$ cat src/rtl/spi_reg_seq_if.sv
// Request and byte-engine signals of the register-access sequencer.
// slave is the sequencer's view; master is the host/engine side that drives the I_* inputs.
interface spi_reg_seq_if;
    logic       I_start;
    logic       I_rw;
    logic [6:0] I_addr;
    logic [7:0] I_wdata;
    logic       O_busy;
    logic       O_done;
    logic       O_err;
    logic [7:0] O_rdata;
    logic       O_cs;
    logic       O_tx_en;
    logic       O_rx_en;
    logic [7:0] O_tx_byte;
    logic       I_tx_done;
    logic       I_rx_done;
    logic [7:0] I_rx_byte;

    modport slave (
        input  I_start, I_rw, I_addr, I_wdata,
        output O_busy, O_done, O_err, O_rdata,
        output O_cs, O_tx_en, O_rx_en, O_tx_byte,
        input  I_tx_done, I_rx_done, I_rx_byte
    );

    modport master (
        output I_start, I_rw, I_addr, I_wdata,
        input  O_busy, O_done, O_err, O_rdata,
        input  O_cs, O_tx_en, O_rx_en, O_tx_byte,
        output I_tx_done, I_rx_done, I_rx_byte
    );
endinterface

$ cat src/rtl/spi_reg_seq.sv
// Two-byte SPI register access (command byte, then data byte) sequenced around an external byte engine.
// Takes CS_SETUP + engine time + CS_HOLD + 2 clocks; I_start is ignored while busy, with no queuing.
module spi_reg_seq #(
    parameter int CS_SETUP = 4,
    parameter int CS_HOLD  = 4,
    parameter int TIMEOUT  = 255
) (
    input  logic         I_clk,
    input  logic         I_rst,
    spi_reg_seq_if.slave bus
);
    localparam int PMAX = (CS_SETUP > CS_HOLD) ? CS_SETUP : CS_HOLD;
    localparam int PW   = (PMAX < 2) ? 1 : $clog2(PMAX);
    localparam int TW   = $clog2(TIMEOUT + 2);

    typedef enum logic [2:0] {
        IDLE    = 3'd0,
        SETUP   = 3'd1,
        LAUNCH  = 3'd2,
        WAIT_LO = 3'd3,
        WAIT_HI = 3'd4,
        HOLD    = 3'd5,
        FIN     = 3'd6
    } state_t;

    state_t        state_q;
    state_t        state_d;
    logic          rw_q;
    logic [6:0]    addr_q;
    logic [7:0]    wdata_q;
    logic          byte_idx_q;
    logic          err_q;
    logic [PW-1:0] phase_cnt;
    logic [TW-1:0] tmo_cnt;
    logic [7:0]    rdata_q;
    logic [7:0]    tx_byte_q;

    logic rx_phase;
    logic sel_done;
    logic tmo_hit;
    logic setup_last;
    logic hold_last;
    logic in_wait;

    // Only the data byte of a read goes through the receive side of the engine.
    assign rx_phase   = byte_idx_q & rw_q;
    assign sel_done   = rx_phase ? bus.I_rx_done : bus.I_tx_done;
    assign tmo_hit    = (tmo_cnt >= TW'(TIMEOUT));
    assign setup_last = (CS_SETUP <= 1) || (phase_cnt >= PW'(CS_SETUP - 1));
    assign hold_last  = (CS_HOLD <= 1) || (phase_cnt >= PW'(CS_HOLD - 1));
    assign in_wait    = (state_q == WAIT_LO) || (state_q == WAIT_HI);

    always_ff @(posedge I_clk or posedge I_rst) begin
        if (I_rst) begin
            state_q <= IDLE;
        end else begin
            state_q <= state_d;
        end
    end

    // A byte completes only on a done low-to-high sequence; a completed done beats a same-cycle timeout.
    always_comb begin
        state_d = state_q;
        case (state_q)
            IDLE: begin
                if (bus.I_start) state_d = SETUP;
            end
            SETUP: begin
                if (setup_last) state_d = LAUNCH;
            end
            LAUNCH: begin
                state_d = WAIT_LO;
            end
            WAIT_LO: begin
                if (!sel_done)    state_d = WAIT_HI;
                else if (tmo_hit) state_d = FIN;
            end
            WAIT_HI: begin
                if (sel_done)     state_d = byte_idx_q ? HOLD : LAUNCH;
                else if (tmo_hit) state_d = FIN;
            end
            HOLD: begin
                if (hold_last) state_d = FIN;
            end
            FIN: begin
                state_d = IDLE;
            end
            default: begin
                state_d = IDLE;
            end
        endcase
    end

    always_comb begin
        bus.O_busy  = (state_q != IDLE);
        bus.O_done  = (state_q == FIN);
        bus.O_err   = (state_q == FIN) && err_q;
        bus.O_cs    = !((state_q == SETUP)   || (state_q == LAUNCH) ||
                        (state_q == WAIT_LO) || (state_q == WAIT_HI) ||
                        (state_q == HOLD));
        bus.O_tx_en = (state_q == LAUNCH) && !rx_phase;
        bus.O_rx_en = (state_q == LAUNCH) && rx_phase;
    end

    assign bus.O_rdata   = rdata_q;
    assign bus.O_tx_byte = tx_byte_q;

    always_ff @(posedge I_clk or posedge I_rst) begin
        if (I_rst) begin
            rw_q       <= 1'b0;
            addr_q     <= 7'd0;
            wdata_q    <= 8'd0;
            byte_idx_q <= 1'b0;
            err_q      <= 1'b0;
            phase_cnt  <= '0;
            tmo_cnt    <= '0;
            rdata_q    <= 8'd0;
            tx_byte_q  <= 8'd0;
        end else begin
            if ((state_q == IDLE) && bus.I_start) begin
                rw_q       <= bus.I_rw;
                addr_q     <= bus.I_addr;
                wdata_q    <= bus.I_wdata;
                byte_idx_q <= 1'b0;
                err_q      <= 1'b0;
            end

            if (state_d != state_q) begin
                phase_cnt <= '0;
            end else if ((state_q == SETUP) || (state_q == HOLD)) begin
                phase_cnt <= phase_cnt + 1'b1;
            end

            // Starting at 1 in LAUNCH makes the FIN clock land exactly TIMEOUT+1 clocks after LAUNCH.
            if (state_q == LAUNCH) begin
                tmo_cnt <= TW'(1);
            end else if (in_wait && !tmo_hit) begin
                tmo_cnt <= tmo_cnt + 1'b1;
            end

            if (in_wait && (state_d == FIN)) begin
                err_q <= 1'b1;
            end

            if ((state_q == WAIT_HI) && sel_done) begin
                if (!byte_idx_q) byte_idx_q <= 1'b1;
                if (rx_phase)    rdata_q    <= bus.I_rx_byte;
            end

            // The read data byte is clocked in, so the command byte stays on O_tx_byte.
            if (state_d == LAUNCH) begin
                if (state_q == SETUP) tx_byte_q <= {rw_q, addr_q};
                else if (!rw_q)       tx_byte_q <= wdata_q;
            end
        end
    end

    a_launch_exclusive : assert property (@(posedge I_clk) disable iff (I_rst)
        !(bus.O_tx_en && bus.O_rx_en));
    a_launch_under_cs : assert property (@(posedge I_clk) disable iff (I_rst)
        (bus.O_tx_en || bus.O_rx_en) |-> !bus.O_cs);
    a_done_then_idle : assert property (@(posedge I_clk) disable iff (I_rst)
        bus.O_done |=> !bus.O_busy);
endmodule

$ cat src/flat_wrapper.sv
// flat-port wrapper written by rule: the top's interface ports become plain ports
module spi_reg_seq_flat 
#(
    parameter int CS_SETUP = 4,
    parameter int CS_HOLD  = 4,
    parameter int TIMEOUT  = 255
)
  (I_clk, I_rst, bus_I_start, bus_I_rw, bus_I_addr, bus_I_wdata, bus_O_busy, bus_O_done, bus_O_err, bus_O_rdata, bus_O_cs, bus_O_tx_en, bus_O_rx_en, bus_O_tx_byte, bus_I_tx_done, bus_I_rx_done, bus_I_rx_byte);
  spi_reg_seq_if bus_i ();
  input  logic I_clk;
  input  logic I_rst;
  input wire logic [$bits(bus_i.I_start)-1:0] bus_I_start;
  input wire logic [$bits(bus_i.I_rw)-1:0] bus_I_rw;
  input wire logic [$bits(bus_i.I_addr)-1:0] bus_I_addr;
  input wire logic [$bits(bus_i.I_wdata)-1:0] bus_I_wdata;
  output wire logic [$bits(bus_i.O_busy)-1:0] bus_O_busy;
  output wire logic [$bits(bus_i.O_done)-1:0] bus_O_done;
  output wire logic [$bits(bus_i.O_err)-1:0] bus_O_err;
  output wire logic [$bits(bus_i.O_rdata)-1:0] bus_O_rdata;
  output wire logic [$bits(bus_i.O_cs)-1:0] bus_O_cs;
  output wire logic [$bits(bus_i.O_tx_en)-1:0] bus_O_tx_en;
  output wire logic [$bits(bus_i.O_rx_en)-1:0] bus_O_rx_en;
  output wire logic [$bits(bus_i.O_tx_byte)-1:0] bus_O_tx_byte;
  input wire logic [$bits(bus_i.I_tx_done)-1:0] bus_I_tx_done;
  input wire logic [$bits(bus_i.I_rx_done)-1:0] bus_I_rx_done;
  input wire logic [$bits(bus_i.I_rx_byte)-1:0] bus_I_rx_byte;
  assign bus_i.I_start = bus_I_start;
  assign bus_i.I_rw = bus_I_rw;
  assign bus_i.I_addr = bus_I_addr;
  assign bus_i.I_wdata = bus_I_wdata;
  assign bus_O_busy = bus_i.O_busy;
  assign bus_O_done = bus_i.O_done;
  assign bus_O_err = bus_i.O_err;
  assign bus_O_rdata = bus_i.O_rdata;
  assign bus_O_cs = bus_i.O_cs;
  assign bus_O_tx_en = bus_i.O_tx_en;
  assign bus_O_rx_en = bus_i.O_rx_en;
  assign bus_O_tx_byte = bus_i.O_tx_byte;
  assign bus_i.I_tx_done = bus_I_tx_done;
  assign bus_i.I_rx_done = bus_I_rx_done;
  assign bus_i.I_rx_byte = bus_I_rx_byte;
  spi_reg_seq #(.CS_SETUP(CS_SETUP), .CS_HOLD(CS_HOLD), .TIMEOUT(TIMEOUT)) u_core (.I_clk(I_clk), .I_rst(I_rst), .bus(bus_i));
endmodule
$ cat config.mk
export PLATFORM = sky130hd
export DESIGN_NAME = spi_reg_seq_flat
export DESIGN_NICKNAME = d
export VERILOG_FILES = /design/src/rtl/spi_reg_seq_if.sv /design/src/rtl/spi_reg_seq.sv /design/src/flat_wrapper.sv
export SDC_FILE = /design/constraint.sdc
export NUM_CORES = 1
export LEC_CHECK = 0
export ABC_CLOCK_PERIOD_IN_PS = 2610
export BUFFER_PORTS_ARGS = -buffer_cell sky130_fd_sc_hd__buf_2
export CORE_MARGIN = 2
export CORE_UTILIZATION = 50
export DETAILED_ROUTE_END_ITERATION = 7
export PLACE_DENSITY = 0.82
export SYNTH_ARGS = -nofsm -noshare
export SYNTH_HDL_FRONTEND = slang
export SYNTH_SLANG_ARGS = --single-unit
$ cat constraint.sdc
create_clock -name I_clk -period 2.61 [get_ports I_clk]
set_input_delay 0.522 -clock I_clk [delete_from_list [all_inputs] [get_ports I_clk]]
set_output_delay 0.522 -clock I_clk [all_outputs]
set_load 0.02 [all_outputs]
==> flow_metrics.py, run 1 <==
metrics = {
    "cts": {
        "cts_setup_buffers": 0,
        "cts_num_sinks": 48,
        "clk_pin_slew_ns": 0.09,
        "clk_latency_ns": 0.31,
        "ctsHoldBuffers": 0,
        "root_buffer": "clkbuf_8",
        "h-tree-depth": 2,
        "numCtsBuffers": 5,
        "clk_path_buf_depth": 2,
        "cts_tree": "yes",
        "ctsResizeCount": 0,
    },
    "pwr": {
        "p_int_w": 0.00177,
        "pwr-share-clk_pct": 15.2,
        "peakVddDrop_v": 0.000583,
        "power.density_nw_per_um2": 1000,
        "p_seq_share_pct": 43.4,
        "swShare_pct": 37.5,
        "power_frac_comb_pct": 41.4,
        "p_sw_w": 0.00106,
        "leakage_nw": 1.34,
    },
    "worst_setup_path": {
        "slowest_stage": "a311oi_2",
        "critical_path_arrival_ns": 2.61,
        "cp_cell_sequence": "ha_1 > nand3_1 > nor2_1 > ha_1 > nor2_1 > o21ai_2 > a311oi_2 > nor4_4 > buf_4 > mux2_2",
        "critPathKind": "reg2reg",
        "start_kind": "register",
        "critPathMaxFanout": 8,
        "max_stage_delay_ns": 0.47,
        "critPathBufInv": 1,
        "endpoint_kind": "register",
        "crit_family": "compound AO/OA/AOI/OAI gates",
        "crit_required_ns": 2.80,
    },
    "global_route": {
        "grt_pass1_wl_um": 8410,
        "overflow": 0,
        "grt_pass1_vias": 1769,
        "grt_max_degree": 32,
        "grt_usage_pct": 20.3,
        "antenna_found_initial": 0,
    },
    "yosys": {
        "synthArstFlopShare_pct": 100,
        "yosysTopAreaCellShare_pct": 50.0,
        "syn-num-nets": 237,
        "synth_flop_cell": "dfrtp_1",
        "syn_inst": 205,
        "synth-edff-count": 0,
        "synth_area_leaders": "dfrtp_1 (50%), mux2_2 (18%), nor2_1 (2.2%)",
        "ys_types": 49,
        "ys_top_cells_by_count": "dfrtp_1 (48), mux2_2 (39), nor2_1 (14)",
        "netlist_area_um2": 2400,
        "yosysTopAreaCell": "dfrtp_1",
        "synth_most_common_cell": "dfrtp_1",
        "yosysSeqAreaShare_pct": 50.0,
        "syn_avg_cell_area_um2": 11.7,
        "ys_ff_latch": 48,
        "ys_warn_count": 0,
    },
    "sta": {
        "whs_ns": 0.299,
        "worstMarginPinSlew_ns": 0.872,
        "relSlewSlack_pct": 41.9,
        "clock.fmax_mhz": 413,
        "period_share_pct": 92.8,
        "hold_viol": 0,
        "fin_crit_ns": 2.42,
        "setup_ws_ns": 0.189,
        "fin_skew_ns": 0.0102,
        "setup_tns_ns": 0,
        "rsz0062_at_grt": "false",
        "maxSlewViolCount": 0,
        "setup_violations": 0,
    },
    "placed_design": {
        "io_buffers": 50,
        "gp_congestion": 0.888,
        "place_ws_ns": 0.184,
        "hpwl_um": 3570,
        "dp_cells": 309,
    },
    "finish": {
        "finalNonFillerCells": 317,
        "fin_nets": 295,
        "final_util_pct": 60.2,
        "drive_gt1_share_pct": 44.1,
        "area_growth_pct": 17.7,
        "antenna_cells": 0,
        "fill_cells": 389,
    },
    "die": {
        "die_h_um": 73.3,
        "ios": 51,
        "core_um2": 4690,
        "rows": 25,
        "start_util_pct": 51.2,
        "dieArea_um2": 5380,
        "die_x_um": 73.3,
    },
    "routing": {
        "wire_per_inst_um": 15.5,
        "drt_iter0_drc": 164,
        "via_per_inst": 5.60,
        "routed-via-count": 1775,
        "first_pass_iters": 4,
        "antenna_left": 0,
        "drc_errors": 0,
        "wl_um": 4910,
    },
    "worst_hold_path": {
        "worstHoldPathType": "in2async",
    },
    "status": {
        "status": "finished, final reports clean",
    },
    "run": {
        "drv_cap": 0,
    },
}
==> cells by family (layout without fill, tap and decap cells) <==
logic type	Yosys count	count (layout)	synth area share, %
XOR/XNOR	3	3	1.09
adder cells (fa/ha/maj)	3	3	1.56
multiplexers	41	41	19.3
AO/OA/AOI/OAI	37	37	11.5
AND/OR/NAND/NOR	55	55	13.1
flip-flops	48	48	50.0
buffers and inverters	18	76	3.49
==> path summary, 6_finish.rpt <==
check                                         startpoint                                  end  slack (ns)  cells past startpoint
min in group I_clk                      bus_I_rx_byte[7]    u_core.bus.O_rdata[7]$_DFFE_PP0P_        0.44                      2
max in group asynchronous                          I_rst         u_core.addr_q[1]$_DFFE_PP0P_        1.71                      3
min reg2reg                u_core.wdata_q[4]$_DFFE_PP0P_        u_core.wdata_q[4]$_DFFE_PP0P_        0.51                      1
max                        u_core.tmo_cnt[0]$_DFFE_PP0P_  u_core.bus.O_tx_byte[3]$_DFFE_PP0P_        0.19                     10
min                                                I_rst    u_core.bus.O_rdata[7]$_DFFE_PP0P_        0.30                      2
max reg2reg                u_core.tmo_cnt[0]$_DFFE_PP0P_  u_core.bus.O_tx_byte[3]$_DFFE_PP0P_        0.19                     10
==> stage by stage <==
step           power (W)  instance area, um^2
2_1_floorplan    0.00207                 2400
3_3_place_gp     0.00234                 2740
3_5_place_dp     0.00239                 2740
4_1_cts          0.00284                 2820
5_1_grt          0.00301                 2830
6_report         0.00283                 2830
==> power groups by stage <==
stage / clock, W / sequential (W) / combinational (W)
detailed placement: 0 / 0.00123 / 0.00116
CTS: 0.000440 / 0.00122 / 0.00117
global placement: 0 / 0.00122 / 0.00112
global route: 0.000469 / 0.00126 / 0.00128
floorplan: 0 / 0.00121 / 0.000859
finish: 0.000431 / 0.00123 / 0.00117
==> cell type report <==
cell class,instances,area [um^2],area share [%]
Sequential cell,48,1200,42.5
Multi-Input combinational cell,139,1120,39.5
Timing Repair Buffer,60,325,11.5
Clock inverter,2,12.5,0.443
Tap cell,54,67.6,2.39
Clock buffer,5,68.8,2.43
Inverter,9,33.8,1.20
==> cell usage in the layout, fill, tap and decap left out, types with 4 or more instances in the layout <==
cell	netlist	routed
a21oi_1	9	9
buf_2	4	50
buf_4	1	10
clkbuf_8	0	5
dfrtp_1	48	48
inv_1	9	8
mux2_2	39	39
nand2_1	7	7
nand2b_1	4	4
nand3_1	7	7
nor2_1	14	14
nor3_1	5	5
o21ai_0	8	8
or3_1	4	4
==> worst reg2reg max path, stage by stage (launching register included) <==
cell and delay (ns):
dfrtp_1 0.43, ha_1 0.24, nand3_1 0.09, nor2_1 0.04, ha_1 0.17, nor2_1 0.18, o21ai_2 0.13, a311oi_2 0.47
nor4_4 0.08, buf_4 0.19, mux2_2 0.28
==> registers in the layout, summed over array words and instances, names as in the netlist <==
| register | flops |
|---|---|
| u_core.addr_q | 7 |
| u_core.bus.O_rdata | 8 |
| u_core.bus.O_tx_byte | 8 |
| u_core.byte_idx_q | 1 |
| u_core.err_q | 1 |
| u_core.phase_cnt | 2 |
| u_core.rw_q | 1 |
| u_core.state_q | 3 |
| u_core.tmo_cnt | 9 |
| u_core.wdata_q | 8 |
==> layer usage <==
metal,track usage [%],wire [um]
met1,29.0,2200
met2,31.7,2370
met3,3.57,240
met4,6.87,95
met5,0,0
Note: power is estimated with default switching activity, not from simulation.
==> inputs of run 2 (changes only) <==
Settings changed: CORE_MARGIN 2 to default.
==> flow_metrics.py, run 2 (synthesized netlist as in run 1, its figures left out) <==
metrics = {
    "status": {
        "status": "finished, violations left",
        "violations": "design-rule violations",
    },
    "worst_setup_path": {
        "cp_cell_sequence": "ha_1 > nand3_1 > nor2_1 > ha_1 > nor2_1 > o21ai_2 > a311oi_2 > nor4_4 > buf_4 > mux2_2",
        "critPathMaxFanout": 8,
        "critical_path_arrival_ns": 2.58,
        "crit_required_ns": 2.80,
        "endpoint_kind": "register",
        "r2r_slack_ns": 0.22,
        "max_stage_delay_ns": 0.46,
        "critPathKind": "reg2reg",
        "slowest_stage": "a311oi_2",
        "start_kind": "register",
    },
    "sta": {
        "maxSlewViolCount": 0,
        "clock.fmax_mhz": 418,
        "worstMarginPinSlew_ns": 0.893,
        "setup_violations": 0,
        "rsz0062_at_grt": "false",
        "period_share_pct": 91.7,
        "fin_skew_ns": 0.00534,
        "fin_crit_ns": 2.39,
        "hold_viol": 0,
        "setup_tns_ns": 0,
        "whs_ns": 0.363,
        "relSlewSlack_pct": 40.5,
    },
    "die": {
        "core_um2": 4470,
        "rows": 24,
        "die_x_um": 71.3,
        "start_util_pct": 53.7,
        "die_h_um": 71.3,
        "dieArea_um2": 5090,
        "ios": 51,
    },
    "routing": {
        "wire_per_inst_um": 14.8,
        "wl_um": 4660,
        "first_pass_iters": 6,
        "via_per_inst": 5.55,
        "routed-via-count": 1755,
        "drc_errors": 1,
        "antenna_left": 0,
        "drt_iter0_drc": 126,
    },
    "finish": {
        "final_util_pct": 63.5,
        "drive_gt1_share_pct": 44.3,
        "final_cell_mix": "buf_2 (50), dfrtp_1 (48), mux2_2 (39), nor2_1 (14), buf_4 (10)",
        "final_common_cell": "buf_2",
        "largest_reg_flops": 9,
        "antenna_cells": 0,
        "top_register": "u_core.tmo_cnt",
        "area_growth_pct": 18.2,
        "fin_nets": 295,
    },
    "global_route": {
        "grt_usage_pct": 20.2,
        "overflow": 0,
        "grt_pass1_wl_um": 7980,
        "grt_max_degree": 49,
        "antenna_found_initial": 0,
        "grt_pass1_vias": 1762,
    },
    "pwr": {
        "peakVddDrop_v": 0.000560,
        "power.density_nw_per_um2": 999,
        "leakage_nw": 1.36,
        "total_power_w": 0.00283,
    },
    "cts": {
        "numCtsBuffers": 5,
        "clk_path_buf_depth": 2,
        "root_buffer": "clkbuf_8",
        "cts_tree": "yes",
        "cts_num_sinks": 48,
        "clk_pin_slew_ns": 0.09,
        "clk_latency_ns": 0.29,
        "ctsResizeCount": 0,
        "h-tree-depth": 2,
    },
    "placed_design": {
        "gp_congestion": 0.921,
        "io_buffers": 50,
        "hpwl_um": 3430,
    },
    "run": {
        "drv_cap": 0,
    },
    "worst_hold_path": {
        "worstHoldPathType": "in2async",
    },
}
[run 2: where the power goes]
group          switching [W]  internal [W]
Clock               0.000246      0.000217
Sequential          0.000220       0.00100
Combinational       0.000564      0.000589
[run 2: critical path, delay by kind of cell (launching register included)]
family                     cells  cell delay (ns)
and+or+nand+nor                4             0.40
AOI/OAI and AO/OA              2             0.59
buffers and inverters          1             0.19
muxes                          1             0.27
DFF                            1             0.43
adders and majority gates      2             0.41
[run 2: layout make-up]
class / count / area [um^2]
tap: 52 / 65.1
inverter: 9 / 33.8
timing repair buffer: 60 / 325
clock buffer: 6 / 82.6
clock inverter: 2 / 13.8
sequential: 48 / 1200
multi-input combinational: 139 / 1120
fill: 332 / 1640
[run 2: per-stage QoR]
step | cell area (um^2) | std cells | setup slack [ns]
floorplan | 2400 | 205 | 0.432
global placement | 2740 | 307 | 0.256
detailed placement | 2740 | 307 | 0.207
CTS | 2830 | 315 | 0.185
global route | 2840 | 316 | 0.0290
finish | 2840 | 316 | 0.217
[run 2: worst paths after layout]
check / end / from / cells after the start
setup / recovery: u_core.bus.O_tx_byte[2]$_DFFE_PP0P_ / u_core.tmo_cnt[0]$_DFFE_PP0P_ / 10
hold / removal: u_core.bus.O_rdata[2]$_DFFE_PP0P_ / I_rst / 3
setup reg to reg: u_core.bus.O_tx_byte[2]$_DFFE_PP0P_ / u_core.tmo_cnt[0]$_DFFE_PP0P_ / 10
hold reg to reg: u_core.bus.O_rdata[7]$_DFFE_PP0P_ / u_core.bus.O_rdata[7]$_DFFE_PP0P_ / 1
max in group asynchronous: u_core.wdata_q[1]$_DFFE_PP0P_ / I_rst / 3
min in group I_clk: u_core.wdata_q[0]$_DFFE_PP0P_ / bus_I_wdata[0] / 2
[run 2: routing by layer]
| layer | track usage [%] | up-vias | wire length [um] |
|---|---|---|---|
| li1 | - | 859 | - |
| met1 | 26.7 | 838 | 2130 |
| met2 | 31.4 | 50 | 2170 |
| met3 | 6.89 | 8 | 302 |
| met4 | 7.11 | 0 | 61 |
| met5 | 0 | - | 0 |
[run 2: timing repair]
action / CTS / global route
setup endpoints to repair: 0 / 7
setup buffers: 0 / 1
hold buffers: 0 / 0
==> inputs of run 3 (changes only) <==
Settings changed: ABC_AREA from default to 1, CAP_MARGIN from default to 10, RECOVER_POWER from default to 100.
==> flow_metrics.py, run 3 <==
metrics = {
    "status": {
        "status": "finished, final reports clean",
    },
    "cts": {
        "h-tree-depth": 2,
        "clk_pin_slew_ns": 0.09,
        "ctsResizeCount": 0,
        "ctsHoldBuffers": 0,
        "cts_num_sinks": 48,
        "cts_tree": "yes",
        "cts_setup_buffers": 0,
        "root_buffer": "clkbuf_8",
        "clk_latency_ns": 0.30,
        "numCtsBuffers": 5,
        "clk_path_buf_depth": 2,
    },
    "sta": {
        "clock.fmax_mhz": 443,
        "rsz0062_at_grt": "false",
        "fin_crit_ns": 2.26,
        "relSlewSlack_pct": 22.5,
        "hold_viol": 0,
        "fin_skew_ns": 0.00800,
        "maxSlewViolCount": 0,
        "period_share_pct": 86.4,
        "setup_violations": 0,
        "worstMarginPinSlew_ns": 1.16,
        "setup_tns_ns": 0,
        "setup_ws_ns": 0.354,
    },
    "yosys": {
        "synthArstFlopShare_pct": 100,
        "synth_most_common_cell": "nand2_1",
        "ys_ff_latch": 48,
        "synth_xor_area_share_pct": 0.360,
        "ys_types": 32,
        "syn-num-nets": 306,
        "synth_mux_area_share_pct": 4.11,
        "synth-edff-count": 0,
        "synth_adder_area_share_pct": 1.54,
        "yosysSeqAreaShare_pct": 49.4,
        "synth_compound_area_share_pct": 8.89,
        "ys_top_cells_by_count": "nand2_1 (81), dfrtp_1 (48), o21ai_0 (27)",
        "synth_top_family_by_area": "simple AND/OR/NAND/NOR gates",
        "synth_area_leaders": "dfrtp_1 (49%), nand2_1 (12%), o21ai_0 (5.6%)",
        "netlist_area_um2": 2430,
        "yosys.area_share.simple_pct": 28.8,
        "syn_inst": 274,
        "ys_warn_count": 0,
        "yosysTopAreaCell": "dfrtp_1",
        "synth_flop_cell": "dfrtp_1",
        "syn_avg_cell_area_um2": 8.88,
        "yosysTopAreaCellShare_pct": 49.4,
    },
    "routing": {
        "routed-via-count": 1947,
        "drt_iter0_drc": 103,
        "antenna_left": 0,
        "drc_errors": 0,
        "first_pass_iters": 4,
        "via_per_inst": 5.10,
        "wl_um": 4800,
        "wire_per_inst_um": 12.6,
    },
    "pwr": {
        "p_sw_w": 0.00125,
        "pwr-share-clk_pct": 15.4,
        "power_frac_comb_pct": 42.9,
        "power.density_nw_per_um2": 1030,
        "peakVddDrop_v": 0.000431,
        "p_int_w": 0.00157,
        "p_seq_share_pct": 41.7,
        "total_power_w": 0.00282,
        "leakage_nw": 1.42,
        "swShare_pct": 44.4,
    },
    "die": {
        "start_util_pct": 51.9,
        "die_x_um": 71.8,
        "rows": 25,
        "die_h_um": 71.8,
        "ios": 51,
        "core_um2": 4690,
        "dieArea_um2": 5150,
    },
    "worst_setup_path": {
        "r2r_start": "u_core.state_q[0]$_DFF_PP0_",
        "start_kind": "register",
        "critPathMaxFanout": 11,
        "critPathBufInv": 2,
        "critPathKind": "reg2out",
        "rr_endpoint": "u_core.err_q$_DFFE_PP0P_",
        "cp_cell_sequence": "clkinvlp_2 > nand2_1 > nor2_1 > clkbuf_1",
        "endpoint_kind": "primary output",
        "max_stage_delay_ns": 0.57,
        "crit_required_ns": 2.09,
        "r2r_slack_ns": 0.45,
        "crit_family": "flip-flops",
        "r2r_cells": 9,
        "critical_path_arrival_ns": 1.73,
        "slowest_stage": "dfrtp_1",
    },
    "global_route": {
        "grtUsageMet2_pct": 33.8,
        "met3_usage_pct": 4.36,
        "use_met1_pct": 26.1,
        "grt_usage_pct": 20.4,
        "grt_max_degree": 49,
        "grt_pass1_vias": 1844,
        "overflow": 0,
        "grt_pass1_wl_um": 8010,
        "top_usage_layer": "met2",
        "antenna_found_initial": 0,
    },
    "finish": {
        "top_register": "u_core.tmo_cnt",
        "largest_reg_flops": 9,
        "drive_gt1_share_pct": 21.6,
        "fill_cells": 434,
        "final_cell_mix": "nand2_1 (83), dfrtp_1 (48), o21ai_0 (29), buf_2 (29), inv_1 (26)",
        "area_growth_pct": 12.4,
        "antenna_cells": 0,
        "fin_nets": 359,
        "final_common_cell": "nand2_1",
    },
    "run": {
        "drv_cap": 0,
    },
    "placed_design": {
        "io_buffers": 50,
        "place_ws_ns": 0.509,
        "gp_congestion": 0.842,
        "hpwl_um": 3600,
    },
    "worst_hold_path": {
        "hp-start": "bus_I_wdata[6]",
        "worstHoldPathType": "in2reg",
        "holdPathStages": 3,
        "hold_path_end": "u_core.wdata_q[6]$_DFFE_PP0P_",
    },
}
run 3: cell count changes in the layout (fill, tap and decap cells not counted), moves of 4 or more:
cell      change
nand2_2       +6
mux2_2       -31
inv_1        +18
inv_2         +4
nand2_1      +76
or3_1         -4
clkbuf_1     +21
buf_2        -21
o21ai_0      +21
a21oi_1       -5
nand4_1       +8
nand2b_1      -4
buf_4        -10
run 3: layer usage:
metal / part of all wire [%] / vias up
met2: 48 / 47
met3: 4.0 / 12
met5: 0 / -
li1: - / 991
met4: 2.2 / 0
met1: 45 / 897
run 3: area by class of cell:
cell class | instances | area [um^2] | area share, %
clock buffers | 5 | 68.8 | 2.51
clock inverters | 3 | 18.8 | 0.686
inverters | 33 | 125 | 4.57
multi-input cells | 188 | 1030 | 37.5
flip-flops and latches | 48 | 1200 | 43.9
well taps | 54 | 67.6 | 2.47
repair buffers | 51 | 229 | 8.37
run 3: power groups by stage:
stage	registers [W]	clock network, W	logic (W)
3_3_place_gp	0.00118	0	0.00121
6_report	0.00117	0.000434	0.00121
2_1_floorplan	0.00124	0	0.000913
3_5_place_dp	0.00119	0	0.00126
4_1_cts	0.00118	0.000443	0.00127
5_1_grt	0.00121	0.000473	0.00137
run 3: cell families after synthesis:
family                     count (synthesis)
and+or+nand+nor                          137
DFF                                       48
AOI/OAI and AO/OA                         38
buffers and inverters                     38
muxes                                      9
adders and majority gates                  3
xor gates and xnor gates                   1
run 3: worst max path at each step:
stage / startpoint / end / slack, ns / depth (start not counted)
2_1_floorplan: u_core.tmo_cnt[0]$_DFFE_PP0P_ / u_core.bus.O_tx_byte[0]$_DFFE_PP0P_ / 0.70 / 10
5_1_grt: u_core.state_q[0]$_DFF_PP0_ / u_core.addr_q[4]$_DFFE_PP0P_ / 0.19 / 4
4_1_cts: u_core.tmo_cnt[0]$_DFFE_PP0P_ / u_core.bus.O_tx_byte[3]$_DFFE_PP0P_ / 0.48 / 10
3_5_place_dp: u_core.tmo_cnt[0]$_DFFE_PP0P_ / u_core.bus.O_tx_byte[3]$_DFFE_PP0P_ / 0.51 / 10
3_3_place_gp: u_core.tmo_cnt[0]$_DFFE_PP0P_ / u_core.bus.O_tx_byte[4]$_DFFE_PP0P_ / 0.60 / 10
6_report: u_core.state_q[0]$_DFF_PP0_ / bus_O_tx_en / 0.35 / 4
run 3: per-stage QoR:
step	area, um^2	hold slack (ns)	cells	util [%]
after floorplan	2430	0.449	274	-
after global placement	2720	0.456	374	57.9
after detailed placement	2720	0.465	374	57.9
after CTS	2800	0.381	382	59.8
after global routing	2740	0.405	382	58.3
final	2740	0.401	382	58.3
run 3: worst reg2reg max path: cells and delay by family, from the launching register on:
family          cells  cell delay, ns
flops               1            0.57
simple gates        4            0.61
buf+inv             2            0.35
compound gates      3            0.49
